File: config.mk
export PLATFORM = sky130hd
export DESIGN_NAME = mem_arbiter
export DESIGN_NICKNAME = d
export VERILOG_FILES = /design/src/rtl/mem_arbiter.sv
export SDC_FILE = /design/constraint.sdc
export NUM_CORES = 1
export LEC_CHECK = 0
export ABC_CLOCK_PERIOD_IN_PS = 2800
export CORE_AREA = 3 3 58 60
export DETAILED_ROUTE_END_ITERATION = 7
export DIE_AREA = 0 0 61 63
export PLACE_DENSITY = 0.82
export SYNTH_ARGS = -nofsm -noshare
export SYNTH_HDL_FRONTEND = slang
export SYNTH_SLANG_ARGS = --single-unit
File: constraint.sdc
create_clock -name clk -period 2.8 [get_ports clk]
set_input_delay 0.42 -clock clk [delete_from_list [all_inputs] [get_ports clk]]
set_output_delay 0.42 -clock clk [all_outputs]
set_load 0.1 [all_outputs]
File: src/rtl/mem_arbiter.sv
// Round-robin arbiter sharing one single-port synchronous memory between N_REQ requesters.
// One access in flight at a time: IDLE -> WRITE -> IDLE, or IDLE -> READ -> RESP -> IDLE.
module mem_arbiter #(
   parameter int N_REQ  = 2,
   parameter int ADDR_W = 5,
   parameter int DATA_W = 8
) (
   input  logic                      clk,
   input  logic                      rst,
   input  logic [N_REQ-1:0]          req_i,
   input  logic [N_REQ-1:0]          req_we_i,
   input  logic [N_REQ*ADDR_W-1:0]   req_addr_i,
   input  logic [N_REQ*DATA_W-1:0]   req_wdata_i,
   output logic [N_REQ-1:0]          gnt_o,
   output logic [N_REQ-1:0]          done_o,
   output logic [DATA_W-1:0]         rdata_o,
   output logic                      busy_o,
   output logic                      mem_read_o,
   output logic                      mem_write_o,
   output logic [ADDR_W-1:0]         mem_addr_o,
   output logic [DATA_W-1:0]         mem_wdata_o,
   input  logic [DATA_W-1:0]         mem_rdata_i
);

   localparam int PTR_W = (N_REQ > 1) ? $clog2(N_REQ) : 1;
   localparam logic [PTR_W-1:0] PTR_RST = PTR_W'(N_REQ - 1);

   typedef enum logic [1:0] {
      ST_IDLE,
      ST_WRITE,
      ST_READ,
      ST_RESP
   } state_e;

   state_e              state_q, state_d;
   logic [PTR_W-1:0]    ptr_q, ptr_d;
   logic [N_REQ-1:0]    gnt_q, gnt_d;
   logic [N_REQ-1:0]    done_q, done_d;
   logic [DATA_W-1:0]   rdata_q, rdata_d;
   logic [ADDR_W-1:0]   addr_q, addr_d;
   logic [DATA_W-1:0]   wdata_q, wdata_d;

   logic                win_found;
   logic [PTR_W-1:0]    win_idx;
   logic [PTR_W-1:0]    cand;

   // Search starts just after the last winner so every requester is reached within N_REQ grants.
   always_comb begin
      win_found = 1'b0;
      win_idx   = ptr_q;
      cand      = '0;
      for (int off = 1; off <= N_REQ; off++) begin
         cand = PTR_W'((int'(ptr_q) + off) % N_REQ);
         if (!win_found && req_i[cand]) begin
            win_found = 1'b1;
            win_idx   = cand;
         end
      end
   end

   // NOTE: every variable gets a default before the case so no path leaves it unassigned (no latches).
   always_comb begin
      state_d = state_q;
      ptr_d   = ptr_q;
      gnt_d   = '0;
      done_d  = '0;
      rdata_d = rdata_q;
      addr_d  = addr_q;
      wdata_d = wdata_q;
      unique case (state_q)
         ST_IDLE: begin
            if (win_found) begin
               ptr_d          = win_idx;
               gnt_d[win_idx] = 1'b1;
               addr_d         = req_addr_i[win_idx*ADDR_W +: ADDR_W];
               wdata_d        = req_wdata_i[win_idx*DATA_W +: DATA_W];
               state_d        = req_we_i[win_idx] ? ST_WRITE : ST_READ;
            end
         end
         ST_WRITE: begin
            done_d[ptr_q] = 1'b1;
            state_d       = ST_IDLE;
         end
         ST_READ: begin
            state_d = ST_RESP;
         end
         ST_RESP: begin
            rdata_d       = mem_rdata_i;
            done_d[ptr_q] = 1'b1;
            state_d       = ST_IDLE;
         end
         default: state_d = ST_IDLE;
      endcase
   end

   // NOTE: state registers use non-blocking assignments so all flops update together at the edge.
   always_ff @(posedge clk) begin
      if (rst) begin
         state_q <= ST_IDLE;
         ptr_q   <= PTR_RST;
         gnt_q   <= '0;
         done_q  <= '0;
         rdata_q <= '0;
         addr_q  <= '0;
         wdata_q <= '0;
      end else begin
         state_q <= state_d;
         ptr_q   <= ptr_d;
         gnt_q   <= gnt_d;
         done_q  <= done_d;
         rdata_q <= rdata_d;
         addr_q  <= addr_d;
         wdata_q <= wdata_d;
      end
   end

   // Strobes decode directly from the state, so read and write are mutually exclusive by construction.
   assign mem_write_o = (state_q == ST_WRITE);
   assign mem_read_o  = (state_q == ST_READ);
   assign busy_o      = (state_q != ST_IDLE);
   assign mem_addr_o  = addr_q;
   assign mem_wdata_o = wdata_q;
   assign gnt_o       = gnt_q;
   assign done_o      = done_q;
   assign rdata_o     = rdata_q;

endmodule

==> results.cfg, run 1 <==
[status]
status = completed

[logic_synthesis]
yosysSeqAreaShare_pct = 49.4
syn_inst = 126
yosysWarnings = 0
synth_edf_count = 0
async_flop_share_pct = 0
yosysMostFrequentCell = dfxtp_1
yosysTopAreaCell = dfxtp_1
yosys-top-cells-count = dfxtp_1 (28), nand2_1 (22), a221o_1 (13), nor3_1 (13), a21oi_1 (9)
ys.flop_type = dfxtp_1
ys_ff_latch = 28
synth.top_cells.by_area = dfxtp_1 (49%), a221o_1 (11%), nand2_1 (7.3%)
synth_top_area_share_pct = 49.4
syn_area_per_cell_um2 = 9.01
syn_area_um2 = 1130
syn_nets = 166
synth_cell_types = 24

[floorplanning]
fp.dieH_um = 63
fp.coreArea_um2 = 2980
die_area_um2 = 3840
start_util_pct = 38.1
die_w_um = 61
row_count = 20
ios = 68

[drt]
via_count = 1193
viasPerCell = 5.37
drt_iter0_markers = 69
drt-pass1-iter-count = 4
wl_um = 2970
route.detailed.drc = 0
wl_per_cell_um = 13.4
ant_nets = 0

[place]
gp_congestion = 0.745
io_buffers = 67
place_hpwl_um = 2310

[pwr]
ir_drop_v = 0.000242
power.total_mw = 1.22
powerDensity_nw_per_um2 = 681
p_leak_nw = 0.744

[clock_network]
post_cts_buffers = 0
cts_resized = 0
cts_buffers = 3
cts_sinks = 28
clock_latency_ps = 330
clockBufferDepth = 2
cts_tree = built
path_clk_slew_ps = 150
clock-root-buffer = clkbuf_4
h-tree-depth = 1
cts_hold_buf = 0

[grt]
grt_pass1_vias = 1166
overflow = 0
grt_pass1_wl_um = 4840
grt_max_degree = 17
antenna_found_initial = 0
track_usage_pct = 16.0

[sta]
relSlewSlack_pct = 59.6
setup_viol = 0
rsz0062_at_grt = false
worst_hold_slack_ps = 463
worst_pin_slew_ps = 604
report.final.slew_viol_count = 0
fin_setup_tns_ps = 0
fmax_mhz = 488
fin_crit_ps = 2050
skew_ps = 6.06
period_share_pct = 73.3
hold_viol = 0

[final_layout]
drive_gt1_share_pct = 19.6
antenna_cells = 0
fillers = 259
area_delta_synth_final_pct = 58.4
fin_nets = 230

[setup_path]
cpMaxStageDelayCell = or3_1
path_cells = or3_1 -> a211oi_4 -> a221o_1
crit_required_ps = 3080
start_kind = register
path_class = register to register
cp.arrival_ps = 2330
slowest_delay_ps = 680
endpoint_kind = register
critPathTopFamily = compound AO/OA/AOI/OAI gates
critPathBufInv = 0
r2r_slack_ps = 750
path_max_fanout = 16

[hold_path]
hp-class = register to register

[job]
cap_violations = 0
-- worst register-to-register path, stage by stage, from the launching register on --
cell and delay (ps):
dfxtp_1 480, or3_1 690, a211oi_4 600, a221o_1 240
-- cell usage in the layout (no fill, tap or decap), types with 3 or more instances in the layout --
cell type	count
a21oi_1	9
a221o_1	13
buf_4	31
clkbuf_4	3
clkdlybuf4s50_1	39
dfxtp_1	28
inv_1	3
nand2_1	22
nand3_1	8
nor2_1	3
nor2b_1	3
nor3_1	13
-- state kept, by name, indices dropped and copies added, names as in the netlist --
signal / count
rdata_o: 8
gnt_o: 2
mem_wdata_o: 8
mem_addr_o: 5
ptr_q: 1
state_q: 2
done_o: 2
-- logic make-up after synthesis --
| kind of cell | synth area share (%) |
|---|---|
| AND/OR/NAND/NOR | 24.6 |
| flip-flops | 49.4 |
| AO/OA/AOI/OAI | 20.3 |
| buffers and inverters | 5.73 |
-- area by class of cell --
cell class	instances	area (um^2)	share of cell area, %
Clock buffer	3	22.5	1.25
Clock inverter	1	30.0	1.67
Inverter	3	11.3	0.626
Multi-Input combinational cell	84	509	28.3
Sequential cell	28	561	31.2
Tap cell	33	41.3	2.30
Timing Repair Buffer	70	623	34.7
-- through the flow --
stage | instance area, um^2 | utilization, % | instances | setup slack, ps
after floorplan | 1130 | - | 126 | 343
after global placement | 1750 | 58.6 | 218 | 560
after detailed placement | 1750 | 58.6 | 218 | 508
after CTS | 1800 | 60.4 | 222 | 768
after global routing | 1800 | 60.4 | 222 | 576
final | 1800 | 60.4 | 222 | 749
-- path summary, 6_finish.rpt --
path	depth (start not counted)	end	startpoint
worst max register to register	3	mem_addr_o[2]	state_q[1]
worst min register to register	2	rdata_o[3]	rdata_o[3]
worst min-delay path	2	rdata_o[3]	rdata_o[3]
worst max-delay path	3	mem_addr_o[2]	state_q[1]
-- power breakdown --
| group | total, mW | switching (mW) | internal [mW] | leakage [nW] |
|---|---|---|---|---|
| clock | 0.260 | 0.115 | 0.145 | 0.0279 |
| sequential | 0.470 | 0.0341 | 0.436 | 0.229 |
| combinational | 0.495 | 0.356 | 0.139 | 0.486 |
| total | 1.22 | 0.505 | 0.719 | 0.744 |
-- metal layers --
metal / share of wire [%] / vias to the layer above / GRT usage, %
met4: 1.7 / 0 / 7.32
met1: 41 / 548 / 18.3
met2: 49 / 58 / 27.5
li1: - / 581 / -
met3: 8.8 / 6 / 2.89
met5: 0 / - / 0
(Power assumes the default switching activity.)
==> inputs of run 2 (changes only) <==
- ABC_CLOCK_PERIOD_IN_PS: 2800 -> 1700
- CORE_AREA: 3 3 58 60 -> 3 3 63 65
- DIE_AREA: 0 0 61 63 -> 0 0 66 68
- PLACE_DENSITY: 0.82 -> 0.73
- clock period: 2.8 -> 1.7 ns (I/O delays scaled with it)
==> run 2 against run 1 <==
Effect of this change:
- routed wire length is 19% higher
- global-route usage down 0.29 points
- sequential share of layout area shrank 6.1 points
- clock-buffer cell count unchanged
- non-clock buffer count increased by 8
- critical path depth is 1 higher
- utilization increased by 5.6 points
- via count increased by 2.0%
- clock power is 65% higher
- first-iteration DRC count grew 4.3%
==> results.cfg, run 2 (synthesis gave the netlist of run 1 again) <==
[pwr]
ir_drop_v = 0.000524
p_sw_uw = 883
powerDensity_nw_per_um2 = 1010
power.share.clock_pct = 19.1
p_leak_nw = 0.873
p_comb_share_pct = 46.1
seq_power_share_pct = 34.8
netSwitchingFraction_pct = 39.3
intPower_mw = 1.36

[final_layout]
fin_nets = 238
antenna_cells = 0
multi_input_area_um2 = 519
area_delta_synth_final_pct = 96.9
seqCellArea_um2 = 561
final_common_cell = clkdlybuf4s50_1
layout_common_cells = clkdlybuf4s50_1 (39), dfxtp_1 (28), buf_12 (28)
fin_util_pct = 65.9
drive_gt1_share_pct = 24.9
finalNonFillerCells = 243
fillers = 255

[drt]
wl_um = 3540
drt-pass1-iter-count = 4
wl_per_cell_um = 14.6
via_count = 1217
ant_nets = 0
drt_iter0_markers = 72
viasPerCell = 5.01
route.detailed.drc = 0

[grt]
grt_pass1_vias = 1140
antenna_found_initial = 0
track_usage_pct = 15.7
grt_max_degree = 17
overflow = 0
grt_pass1_wl_um = 5380

[setup_path]
reg2reg_depth = 5
path_cells = buf_4 -> inv_1 -> nor2_2 -> buf_12
r2r_end = mem_addr_o[1]
start_kind = register
path_max_fanout = 15
r2r-start = state_q[1]
path_class = register to primary output
r2r_slack_ps = 130
crit_required_ps = 1440
endpoint_kind = primary output
cpMaxStageDelayCell = dfxtp_1
cp.arrival_ps = 1330
slowest_delay_ps = 360

[sta]
relSlewSlack_pct = 64.4
rsz0062_at_grt = false
skew_ps = 12.3
fmax_mhz = 631
hold_viol = 0
worst_pin_slew_ps = 534
setup_viol = 0
report.final.slew_viol_count = 0
period_share_pct = 93.2
fin_crit_ps = 1580

[hold_path]
worstHoldStart = mem_rdata_i[3]
worstHoldPathCells = 3
worstHoldEndpoint = rdata_o[3]
hp-class = primary input to register

[floorplanning]
ios = 68
fp.coreArea_um2 = 3390
die_w_um = 66
die_area_um2 = 4490
fp.dieH_um = 68
row_count = 21
start_util_pct = 33.5

[clock_network]
path_clk_slew_ps = 150
cts_sinks = 28
cts_buffers = 3
clock_latency_ps = 330
h-tree-depth = 1
clock-root-buffer = clkbuf_4
clockBufferDepth = 2
cts_tree = built

[place]
io_buffers = 67
gp_congestion = 0.777
dp_cells = 239
place_hpwl_um = 2860

[status]
status = completed

[job]
cap_violations = 0
## run 2: cell count changes in the layout (fill, tap and decap cells not counted)
cell / previous run / this run
or2_2: 0 / 1
or2_1: 2 / 1
nor3_2: 0 / 1
nor2b_1: 3 / 2
buf_4: 31 / 11
nor2_2: 0 / 1
nor3_1: 13 / 12
nor2b_2: 0 / 1
nor2_1: 3 / 2
buf_12: 0 / 28
## run 2: what timing repair did
| item | 4_1_cts | 5_1_grt |
|---|---|---|
| endpoints found under the setup margin | 0 | 1 |
| endpoints found under the hold margin | 0 | 0 |
| gates resized for setup | 0 | 1 |
| hold buffers | 0 | 0 |
| setup buffers | 0 | 0 |
## run 2: power groups by stage
stage | Clock (mW) | Sequential (mW) | Combinational (mW)
2_1_floorplan | 0 | 1.14 | 0.249
3_5_place_dp | 0 | 0.795 | 1.04
6_report | 0.430 | 0.781 | 1.04
4_1_cts | 0.436 | 0.782 | 1.04
5_1_grt | 0.461 | 0.789 | 1.07
3_3_place_gp | 0 | 0.794 | 1.02
## run 2: worst max path at each step
stage | depth (start not counted) | to | slack, ps | startpoint
floorplan | 2 | mem_write_o | -100 | state_q[0]
global placement | 4 | mem_addr_o[1] | 20 | req_i[0]
detailed placement | 5 | mem_wdata_o[4] | -50 | rst
CTS | 5 | mem_wdata_o[4] | 90 | state_q[1]
global route | 4 | mem_read_o | 40 | state_q[1]
finish | 4 | mem_read_o | 120 | state_q[1]
## run 2: through the flow
stage          power, mW  worst slack, ps  cell area (um^2)  hold WS [ps]  setup TNS (ps)
3_5_place_dp        1.83            -49.0              2180           487            -174
4_1_cts             2.26             89.2              2230           469               0
2_1_floorplan       1.39             -104              1140           367            -803
3_3_place_gp        1.82             20.5              2180           479               0
5_1_grt             2.32             40.4              2230           483               0
6_report            2.25              116              2230           463               0
## run 2: layer usage
layer  wire [um]  GRT usage [%]
met3         226           2.13
met5           0              0
met2        1920           28.9
met4          48           6.09
met1        1340           18.4
## run 2: critical path, delay by kind of cell (launching register included)
family                 cells  cell delay (ps)
buffers and inverters      3              490
DFF                        1              360
and+or+nand+nor            1              150
## run 2: area by class of cell
cell class | instances | area share [%]
timing repair buffer | 78 | 46.2
sequential | 28 | 25.1
multi-input combinational | 84 | 23.2
tap | 46 | 2.58
clock inverter | 1 | 1.34
clock buffer | 3 | 1.01
inverter | 3 | 0.504
